**config.mk**
```make
export PLATFORM = sky130hd
export DESIGN_NAME = mrelbp_hist_acc
export DESIGN_NICKNAME = d
export VERILOG_FILES = /design/src/rtl/mrelbp_pkg.sv /design/src/rtl/mrelbp_hist_acc_hist_ram.sv /design/src/rtl/mrelbp_hist_acc.sv
export SDC_FILE = /design/constraint.sdc
export NUM_CORES = 1
export LEC_CHECK = 0
export ABC_AREA = 1
export ABC_CLOCK_PERIOD_IN_PS = 12000
export CAP_MARGIN = 20
export CORE_ASPECT_RATIO = 1.1
export CORE_MARGIN = 3
export CORE_UTILIZATION = 55
export CTS_BUF_LIST = sky130_fd_sc_hd__clkbuf_4 sky130_fd_sc_hd__clkbuf_8
export CTS_CLUSTER_DIAMETER = 150
export DETAILED_ROUTE_END_ITERATION = 12
export GPL_ROUTABILITY_DRIVEN = 0
export HOLD_SLACK_MARGIN = 0.08
export PLACE_DENSITY_LB_ADDON = 0.3
export SETUP_SLACK_MARGIN = 0.15
export SLEW_MARGIN = 40
export SYNTH_ARGS = -nofsm -noshare
export SYNTH_HDL_FRONTEND = slang
export SYNTH_SLANG_ARGS = --single-unit
```
**constraint.sdc**
```tcl
create_clock -name i_clk -period 12 [get_ports i_clk]
set_input_delay 2.4 -clock i_clk [delete_from_list [all_inputs] [get_ports i_clk]]
set_output_delay 2.4 -clock i_clk [all_outputs]
set_load 0.02 [all_outputs]
```
**src/rtl/mrelbp_pkg.sv**
```systemverilog
// -----------------------------------------------------------------------------
// mrelbp_pkg
// Shared definitions for the MRELBP histogram accumulator:
//   - state_e      : accumulator FSM states
//   - DEF_BIN_WIDTH / DEF_CNT_WIDTH : default bin index and counter widths
//   - sat_inc()    : saturating +1 on a zero-extended counter value
// -----------------------------------------------------------------------------
package mrelbp_pkg;

  typedef enum logic [1:0] {
    ST_CLEAR   = 2'd0,
    ST_ACCUM   = 2'd1,
    ST_DRAIN   = 2'd2,
    ST_READOUT = 2'd3
  } state_e;

  localparam int DEF_BIN_WIDTH = 6;
  localparam int DEF_CNT_WIDTH = 16;

  // Working width of sat_inc(); callers zero-extend counters narrower than this.
  localparam int SAT_W = 32;

  // count+1 is formed one bit wider than the operand so the carry is never
  // lost; anything above max_cnt is clamped to max_cnt.
  function automatic logic [SAT_W-1:0] sat_inc(input logic [SAT_W-1:0] cnt,
                                              input logic [SAT_W-1:0] max_cnt);
    logic [SAT_W:0] sum;
    sum = {1'b0, cnt} + {{SAT_W{1'b0}}, 1'b1};
    if (sum > {1'b0, max_cnt}) begin
      sat_inc = max_cnt;
    end else begin
      sat_inc = sum[SAT_W-1:0];
    end
  endfunction

endpackage

```
**src/rtl/mrelbp_hist_acc_hist_ram.sv**
```systemverilog
// -----------------------------------------------------------------------------
// hist_ram
// Simple dual-port counter memory: one synchronous write port and one read
// port whose address is registered (data is read from the registered address).
// Ports:
//   i_clk    clock
//   i_we     write enable
//   i_waddr  write address
//   i_wdata  write data
//   i_raddr  read address, captured on the clock edge
//   o_rdata  contents of the location addressed by the captured read address
// -----------------------------------------------------------------------------
module hist_ram #(
  parameter int AW = 6,
  parameter int DW = 16
) (
  input  logic          i_clk,
  input  logic          i_we,
  input  logic [AW-1:0] i_waddr,
  input  logic [DW-1:0] i_wdata,
  input  logic [AW-1:0] i_raddr,
  output logic [DW-1:0] o_rdata
);

  logic [DW-1:0] mem_r [0:(2**AW)-1];
  logic [AW-1:0] raddr_r;

  // Memory write port and read-address register; contents are initialised by
  // the owner's clear sweep, so no reset is applied here.
  always_ff @(posedge i_clk) begin
    if (i_we) begin
      mem_r[i_waddr] <= i_wdata;
    end
    raddr_r <= i_raddr;
  end

  assign o_rdata = mem_r[raddr_r];

endmodule

```
**src/rtl/mrelbp_hist_acc.sv**
```systemverilog
// -----------------------------------------------------------------------------
// mrelbp_hist_acc
// Counts mapped LBP bin indices over one window, then streams the histogram
// out bin by bin and clears itself for the next window.
// Ports:
//   i_clk, i_rst          clock, synchronous active-high reset
//   i_valid/i_bin/i_last  sample stream (accepted when i_valid && o_ready)
//   o_ready               high only while accumulating
//   o_hist_valid/_bin/_cnt/_last, i_hist_ready  histogram word handshake
//   o_busy                high whenever not accumulating
// -----------------------------------------------------------------------------
module mrelbp_hist_acc
  import mrelbp_pkg::*;
#(
  parameter int BIN_WIDTH = DEF_BIN_WIDTH,
  parameter int CNT_WIDTH = DEF_CNT_WIDTH
) (
  input  logic                 i_clk,
  input  logic                 i_rst,
  input  logic                 i_valid,
  input  logic [BIN_WIDTH-1:0] i_bin,
  input  logic                 i_last,
  output logic                 o_ready,
  output logic                 o_hist_valid,
  output logic [BIN_WIDTH-1:0] o_hist_bin,
  output logic [CNT_WIDTH-1:0] o_hist_cnt,
  output logic                 o_hist_last,
  input  logic                 i_hist_ready,
  output logic                 o_busy
);

  localparam logic [BIN_WIDTH-1:0] BIN_ZERO = {BIN_WIDTH{1'b0}};
  localparam logic [BIN_WIDTH-1:0] BIN_ONE  = {{(BIN_WIDTH-1){1'b0}}, 1'b1};
  localparam logic [BIN_WIDTH-1:0] BIN_LAST = {BIN_WIDTH{1'b1}};
  localparam logic [CNT_WIDTH-1:0] CNT_ZERO = {CNT_WIDTH{1'b0}};
  localparam logic [CNT_WIDTH-1:0] CNT_MAX  = {CNT_WIDTH{1'b1}};
  localparam logic [SAT_W-CNT_WIDTH-1:0] CNT_PAD = {(SAT_W-CNT_WIDTH){1'b0}};

  state_e               state_r;
  logic [BIN_WIDTH-1:0] clr_ptr_r;
  logic [BIN_WIDTH-1:0] rd_ptr_r;     // mirrors the RAM's registered read address
  logic                 drain_r;

  // RMW stage 1
  logic                 s1_vld_r;
  logic [BIN_WIDTH-1:0] s1_bin_r;
  // Copy of the most recent RMW write, for forwarding
  logic                 wr_vld_r;
  logic [BIN_WIDTH-1:0] wr_bin_r;
  logic [CNT_WIDTH-1:0] wr_cnt_r;

  logic                 o_ready_r;
  logic                 o_busy_r;
  logic                 o_hist_valid_r;
  logic [BIN_WIDTH-1:0] o_hist_bin_r;
  logic [CNT_WIDTH-1:0] o_hist_cnt_r;
  logic                 o_hist_last_r;

  logic                 accept_s;
  logic                 hs_s;
  logic [BIN_WIDTH-1:0] next_bin_s;
  logic [CNT_WIDTH-1:0] ram_rdata_s;
  logic [CNT_WIDTH-1:0] base_cnt_s;
  logic [SAT_W-1:0]     inc_ext_s;
  logic [CNT_WIDTH-1:0] cnt_next_s;
  logic                 ram_we_s;
  logic [BIN_WIDTH-1:0] ram_waddr_s;
  logic [CNT_WIDTH-1:0] ram_wdata_s;
  logic [BIN_WIDTH-1:0] ram_raddr_s;

  assign accept_s   = i_valid && o_ready_r;
  assign hs_s       = o_hist_valid_r && i_hist_ready;
  assign next_bin_s = o_hist_bin_r + BIN_ONE;

  hist_ram #(
    .AW (BIN_WIDTH),
    .DW (CNT_WIDTH)
  ) u_ram (
    .i_clk   (i_clk),
    .i_we    (ram_we_s),
    .i_waddr (ram_waddr_s),
    .i_wdata (ram_wdata_s),
    .i_raddr (ram_raddr_s),
    .o_rdata (ram_rdata_s)
  );

  // Stage-2 increment: take the last written count when it targets the same
  // bin, so a read port returning pre-write data can never lose an increment.
  always_comb begin
    base_cnt_s = ram_rdata_s;
    if (wr_vld_r && (wr_bin_r == s1_bin_r)) begin
      base_cnt_s = wr_cnt_r;
    end else begin
      base_cnt_s = ram_rdata_s;
    end
    inc_ext_s  = sat_inc({CNT_PAD, base_cnt_s}, {CNT_PAD, CNT_MAX});
    cnt_next_s = inc_ext_s[CNT_WIDTH-1:0];
  end

  // RAM port muxing: clear sweep, RMW write-back, and readout prefetch share
  // the single memory. The read address always points one word ahead of the
  // registered output during readout.
  always_comb begin
    ram_we_s    = 1'b0;
    ram_waddr_s = BIN_ZERO;
    ram_wdata_s = CNT_ZERO;
    ram_raddr_s = BIN_ZERO;
    case (state_r)
      ST_CLEAR: begin
        ram_we_s    = 1'b1;
        ram_waddr_s = clr_ptr_r;
        ram_wdata_s = CNT_ZERO;
        ram_raddr_s = BIN_ZERO;
      end
      ST_ACCUM, ST_DRAIN: begin
        ram_we_s    = s1_vld_r;
        ram_waddr_s = s1_bin_r;
        ram_wdata_s = cnt_next_s;
        if (state_r == ST_ACCUM) begin
          ram_raddr_s = i_bin;
        end else if (drain_r) begin
          ram_raddr_s = BIN_ONE;
        end else begin
          ram_raddr_s = BIN_ZERO;
        end
      end
      ST_READOUT: begin
        if (hs_s) begin
          ram_raddr_s = rd_ptr_r + BIN_ONE;
        end else begin
          ram_raddr_s = rd_ptr_r;
        end
      end
      default: begin
        ram_we_s    = 1'b0;
        ram_raddr_s = BIN_ZERO;
      end
    endcase
  end

  // Control FSM, RMW pipeline registers and registered outputs.
  always_ff @(posedge i_clk) begin
    if (i_rst) begin
      state_r        <= ST_CLEAR;
      clr_ptr_r      <= BIN_ZERO;
      rd_ptr_r       <= BIN_ZERO;
      drain_r        <= 1'b0;
      s1_vld_r       <= 1'b0;
      s1_bin_r       <= BIN_ZERO;
      wr_vld_r       <= 1'b0;
      wr_bin_r       <= BIN_ZERO;
      wr_cnt_r       <= CNT_ZERO;
      o_ready_r      <= 1'b0;
      o_busy_r       <= 1'b1;
      o_hist_valid_r <= 1'b0;
      o_hist_bin_r   <= BIN_ZERO;
      o_hist_cnt_r   <= CNT_ZERO;
      o_hist_last_r  <= 1'b0;
    end else begin
      s1_vld_r <= accept_s;
      s1_bin_r <= i_bin;
      wr_vld_r <= s1_vld_r;
      wr_bin_r <= s1_bin_r;
      wr_cnt_r <= cnt_next_s;
      rd_ptr_r <= ram_raddr_s;
      case (state_r)
        ST_CLEAR: begin
          clr_ptr_r <= clr_ptr_r + BIN_ONE;
          if (clr_ptr_r == BIN_LAST) begin
            state_r   <= ST_ACCUM;
            o_ready_r <= 1'b1;
            o_busy_r  <= 1'b0;
          end
        end
        ST_ACCUM: begin
          if (accept_s && i_last) begin
            state_r   <= ST_DRAIN;
            drain_r   <= 1'b0;
            o_ready_r <= 1'b0;
            o_busy_r  <= 1'b1;
          end
        end
        ST_DRAIN: begin
          drain_r <= 1'b1;
          if (drain_r) begin
            // Pipeline is empty; bin 0 is already on the read port.
            state_r        <= ST_READOUT;
            o_hist_valid_r <= 1'b1;
            o_hist_bin_r   <= BIN_ZERO;
            o_hist_cnt_r   <= ram_rdata_s;
            o_hist_last_r  <= (BIN_ZERO == BIN_LAST);
          end
        end
        ST_READOUT: begin
          if (hs_s) begin
            if (o_hist_last_r) begin
              state_r        <= ST_CLEAR;
              clr_ptr_r      <= BIN_ZERO;
              o_hist_valid_r <= 1'b0;
              o_hist_last_r  <= 1'b0;
            end else begin
              o_hist_bin_r  <= next_bin_s;
              o_hist_cnt_r  <= ram_rdata_s;
              o_hist_last_r <= (next_bin_s == BIN_LAST);
            end
          end
        end
        default: begin
          state_r        <= ST_CLEAR;
          clr_ptr_r      <= BIN_ZERO;
          o_ready_r      <= 1'b0;
          o_busy_r       <= 1'b1;
          o_hist_valid_r <= 1'b0;
        end
      endcase
    end
  end

  assign o_ready      = o_ready_r;
  assign o_busy       = o_busy_r;
  assign o_hist_valid = o_hist_valid_r;
  assign o_hist_bin   = o_hist_bin_r;
  assign o_hist_cnt   = o_hist_cnt_r;
  assign o_hist_last  = o_hist_last_r;

endmodule

```
# Word level (Yosys, flattened, before mapping)
# Memories as Yosys holds them, arrays and structs flattened. A register that Yosys moved wholly into a read port is not among the register bits.
# Index checks and enable logic that the tools add are counted.
[word_totals] in_bits=11 mem_count=1 mem_bits_rw=1024 register_bits=71 out_inout_bits=26
[op_classes] mux=43 n_eq_ne=12 order_cmp=1 reduce_logical=17 n_addsub=4
[mem_list] memory="u_ram.mem_r" depth=64 word_bits=16 read_ports=1 rd_clocked_by_memory_dff=1 write_ports=1 line="mrelbp_hist_acc_hist_ram.sv:25" rtl="logic [DW-1:0] mem_r [0:(2**AW)-1];"
[ops] operator="$mux W16" count=6
[ops] operator="$mux W6" count=7
[ops] operator="$pmux W6 S2" count=3
[ops] operator="$pmux W16 S2" count=1
[ops] operator="$add A6 B1 Y6 const B" count=3
[ops] operator="$pmux W6 S3" count=1
[ops] operator="$add A16 B1 Y17 const B" count=1
[ops] operator="$gt A17 B16 Y1 const B" count=1
[ops] operator="$mux W1" count=13
[ops] operator="$eq A6 B6 Y1 const B" count=2
[ops] operator="$pmux W1 S2" count=6
[ops] operator="$mux W2" count=5
[ops] operator="$ne A2 B2 Y1 const B" count=5
[ops] operator="$reduce_and A3 Y1" count=3
[ops] operator="$pmux W2 S4" count=1
[ops] operator="$reduce_and A4 Y1" count=2
[ops] operator="$reduce_bool A2 Y1" count=4
[ops] operator="$eq A6 B6 Y1" count=1
[ops] operator="$reduce_and A5 Y1" count=1
[ops] operator="$eq A2 B2 Y1 const B" count=2
[ops] operator="$logic_and A1 B1 Y1" count=4
[ops] operator="$eq A2 B1 Y1 const B" count=1
[ops] operator="$logic_not A2 Y1" count=1
[ops] operator="$ne A2 B1 Y1 const B" count=1
[ops] operator="other kinds (2)" count=2

# Longest topological paths before layout
[logic_depth] word_depth=7 ltp_mapped=28 mapped_depth_nobuf=24

# Hierarchy
# From an unflattened synthesis, not the netlist that was laid out.
[unflattened] cells_unflattened=4149 area_unflattened_um2=46121.7
[modules_own_cells] module="hist_ram" seq_area_each_um2=30869.6 cells_per_inst=3507 instances=1 area_each_um2=41898.9
[modules_own_cells] module="mrelbp_hist_acc" seq_area_each_um2=1421.4 cells_per_inst=642 instances=1 area_each_um2=4222.8

# Worst setup path after synthesis
# No wires, ideal clock.
[synth_path] kind="flip-flop to flip-flop" startpoint="register with a tool-made name" endpoint="memory u_ram.mem_r[0][0], data pin" synth_period_minus_slack_ns=4.879 slack_ns=7.121 stages_incl_launch_ff=22 path_buffers=4 t_arrival_ns=4.332 cell_sequence="dfxtp_1 > buf_6 > inv_8 > buf_6 > buf_2 > nand2_1 > nand3_1 > nand3_1 > nand2_1 > nand2_1 > nand3_1 > o211ai_1 > nand2_1 > nand2_1 > nand2_2 > ha_1 > nand3_2 > nor2_2 > nand3_1 > nand3b_1 > buf_4 > a21oi_1"
[synth_rtl] item="to (decl)" line="mrelbp_hist_acc_hist_ram.sv:25"

==> reports/qor.yml <==
clkSlewWorstSetupHoldPaths_ns: 0.06
post_dp_cell_area_um2: 47000
endpoint: "u_ram.mem_r[28][7]"
fin_area_um2: 50400
dp_cells: 5075
synth_fp_nets: 4141
synth-seq-cells: 1101
crit_fanout: 237
yosysWarnings: 0
cts_hold_buf: 0
die_area_um2: 86700
status: "finished, final reports clean"
die_w_um: 281
cp-start-kind: "register"
synth_cells: 4119
r2r_setup_slack_ns: 5.39
power.density_nw_per_um2: 208
fin_skew_ns: 0.0341
finalNonFillerCells: 5392
worst-setup-path-type: "register to register"
grt_use_total: 0.277
tightest_slew_ns: 0.884
synth_top_area_share: 0.672
r2r-end: "u_ram.mem_r[28][7]"
internal-power_mw: 7.08
critical_path_arrival_ns: 7.18
worstPathRequired_ns: 12.57
setup_violations: 0
seqPwrFrac: 0.476
die_h_um: 308
reg2reg_depth: 27
drt_iter0_markers: 4039
max_stage_delay_ns: 0.85
start_util: 0.557
post_cts_resized: 0
cts_sinks: 1101
drive_gt1_frac: 0.103
p_leak_nw: 18.8
port_buffers: 36
ant_nets: 0
syn_avg_cell_area_um2: 11.1
ios: 37
row_count: 110
post-cts-setup-buffers: 0
ys_top_cells_by_area: "edfxtp_1 (67%), nand2_1 (11%), nand3_1 (9.4%)"
yosysMostFrequentCell: "nand2_1"
pwr-share-clk: 0.296
cpMaxStageDelayCell: "dfxtp_4"
grt_pass1_vias: 30043
final_util: 0.614
drt_wl_total_um: 121000
core_um2: 82200
synth_ff_type: "edfxtp_1"
slew_headroom: 0.411
setup_slack_ns: 5.39
cts-root-buf: "clkbuf_8"
min_period_ns: 6.61
wl_per_cell_um: 22.4
synthArstFlopShare: 0
synth_cell_type_count: 41
synth_common_cells: "nand2_1 (1388), edfxtp_1 (1024), nand3_1 (862)"
vdd_drop_max_v: 0.000155
fin_crit_sh: 0.551
via_per_inst: 5.88
power_switching_mw: 3.39
final_nets: 4207
overflow: 0
dp_hpwl_um: 63600
num_vias: 31711
end_kind: "register"
finalSetupTns_ns: 0
area_growth_pct: 10.3
tritoncts: "done"
synth-edff-count: 1024
cts_max_level: 4
drv_slew: 0
cpMostUsedCell: "nand2_1"
yosysTopAreaCell: "edfxtp_1"
max_freq_ghz: 0.151
rsz0062_at_grt: "false"
combinationalPowerShare: 0.227
clock_latency_ns: 0.83
grt_antenna_before_repair: 2
swShare: 0.324
pre_cts_slack_ns: 5.69
drtPass1Iterations: 7
maxCapViolations: 0
grt_first_pass_wirelength_um: 180000
seq_area_frac_synth: 0.706
hold_class: "register to register"
final_hold_viol_count: 0
netlist_area_um2: 45700
grt_max_degree: 238
route.detailed.drc: 0
cts_made_buffers: 169
cts_buffer_depth: 3
## critical path: cells and delay by family (launching register included)
| family | cells | cell delay (ns) |
|---|---|---|
| AND/OR/NAND/NOR | 19 | 2.38 |
| flip-flops | 1 | 0.85 |
| buffers and inverters | 7 | 2.57 |
| adder cells (fa/ha/maj) | 1 | 0.26 |
## registers in the layout, indices dropped and copies added, names as in the netlist, 2 cells and up, named ones only
register     count
clr_ptr_r        6
o_hist_bin       6
o_hist_cnt      16
rd_ptr_r         6
s1_bin_r         6
state_r          2
u_ram.mem_r   1024
wr_bin_r         6
wr_cnt_r        16
## how the worst min path moves through the flow
stage | start | endpoint | slack, ns | cells past startpoint
3_3_place_gp | s1_vld_r | wr_vld_r | 0.43 | 2
5_1_grt | s1_vld_r | wr_vld_r | 0.46 | 2
4_1_cts | s1_vld_r | wr_vld_r | 0.44 | 2
2_1_floorplan | s1_vld_r | wr_vld_r | 0.40 | 2
6_report | s1_vld_r | wr_vld_r | 0.45 | 2
3_5_place_dp | s1_vld_r | wr_vld_r | 0.43 | 2
## cells by family (layout without fill, tap and decap cells)
group                    count (synthesis)  after routing  synth area share
AO/OA/AOI/OAI                          133            133            0.0165
XOR/XNOR                                 5              5          0.000958
adder cells (fa/ha/maj)                 11             11           0.00301
buffers and inverters                  371            578            0.0402
flip-flops                            1101           1101             0.706
multiplexers                             1              1          0.000219
other                                    0              2                 0
AND/OR/NAND/NOR                       2497           2497             0.233
## metrics by stage
step | power, mW | hold slack, ns
2_1_floorplan | 6.49 | 0.403
3_3_place_gp | 7.33 | 0.426
3_5_place_dp | 7.39 | 0.426
4_1_cts | 10.4 | 0.438
5_1_grt | 10.9 | 0.461
6_report | 10.5 | 0.447
## layout by cell type, fill, tap and decap left out, types with 23 or more instances in the layout
cell type and n:
a21oi_1 23, buf_4 90, clkbuf_4 57, clkbuf_8 181
clkdlybuf4s50_1 36, clkinv_1 42, dfxtp_1 73, edfxtp_1 1024
inv_1 106, nand2_1 1387, nand3_1 862, nor2_1 181
o21ai_0 55, o22ai_1 24
## per-layer routing
layer	share of wire	vias up	wire, um	GRT usage
met4	0.047	0	5650	0.138
met1	0.39	15253	47100	0.380
met3	0.098	303	11900	0.0518
met2	0.46	1727	56000	0.429
met5	0	-	0	0
li1	-	14428	-	-
## cell type report
type,instances,area [um2]
diodes,2,5.00
multi-input cells,2647,11600
clock inverters,74,472
inverters,129,543
clock buffers,238,2920
flip-flops and latches,1101,32300
fillers,6404,31700
repair buffers,137,1220
well taps,1064,1330
## power groups by stage
stage / Sequential [mW] / Clock [mW] / Combinational, mW
after floorplan: 5.06 / 0 / 1.43
after global placement: 5.07 / 0 / 2.27
after detailed placement: 5.06 / 0 / 2.32
after CTS: 4.98 / 3.13 / 2.33
after global routing: 5.00 / 3.31 / 2.57
final: 4.99 / 3.10 / 2.38
No activity file was read; power rests on OpenSTA's default activity.
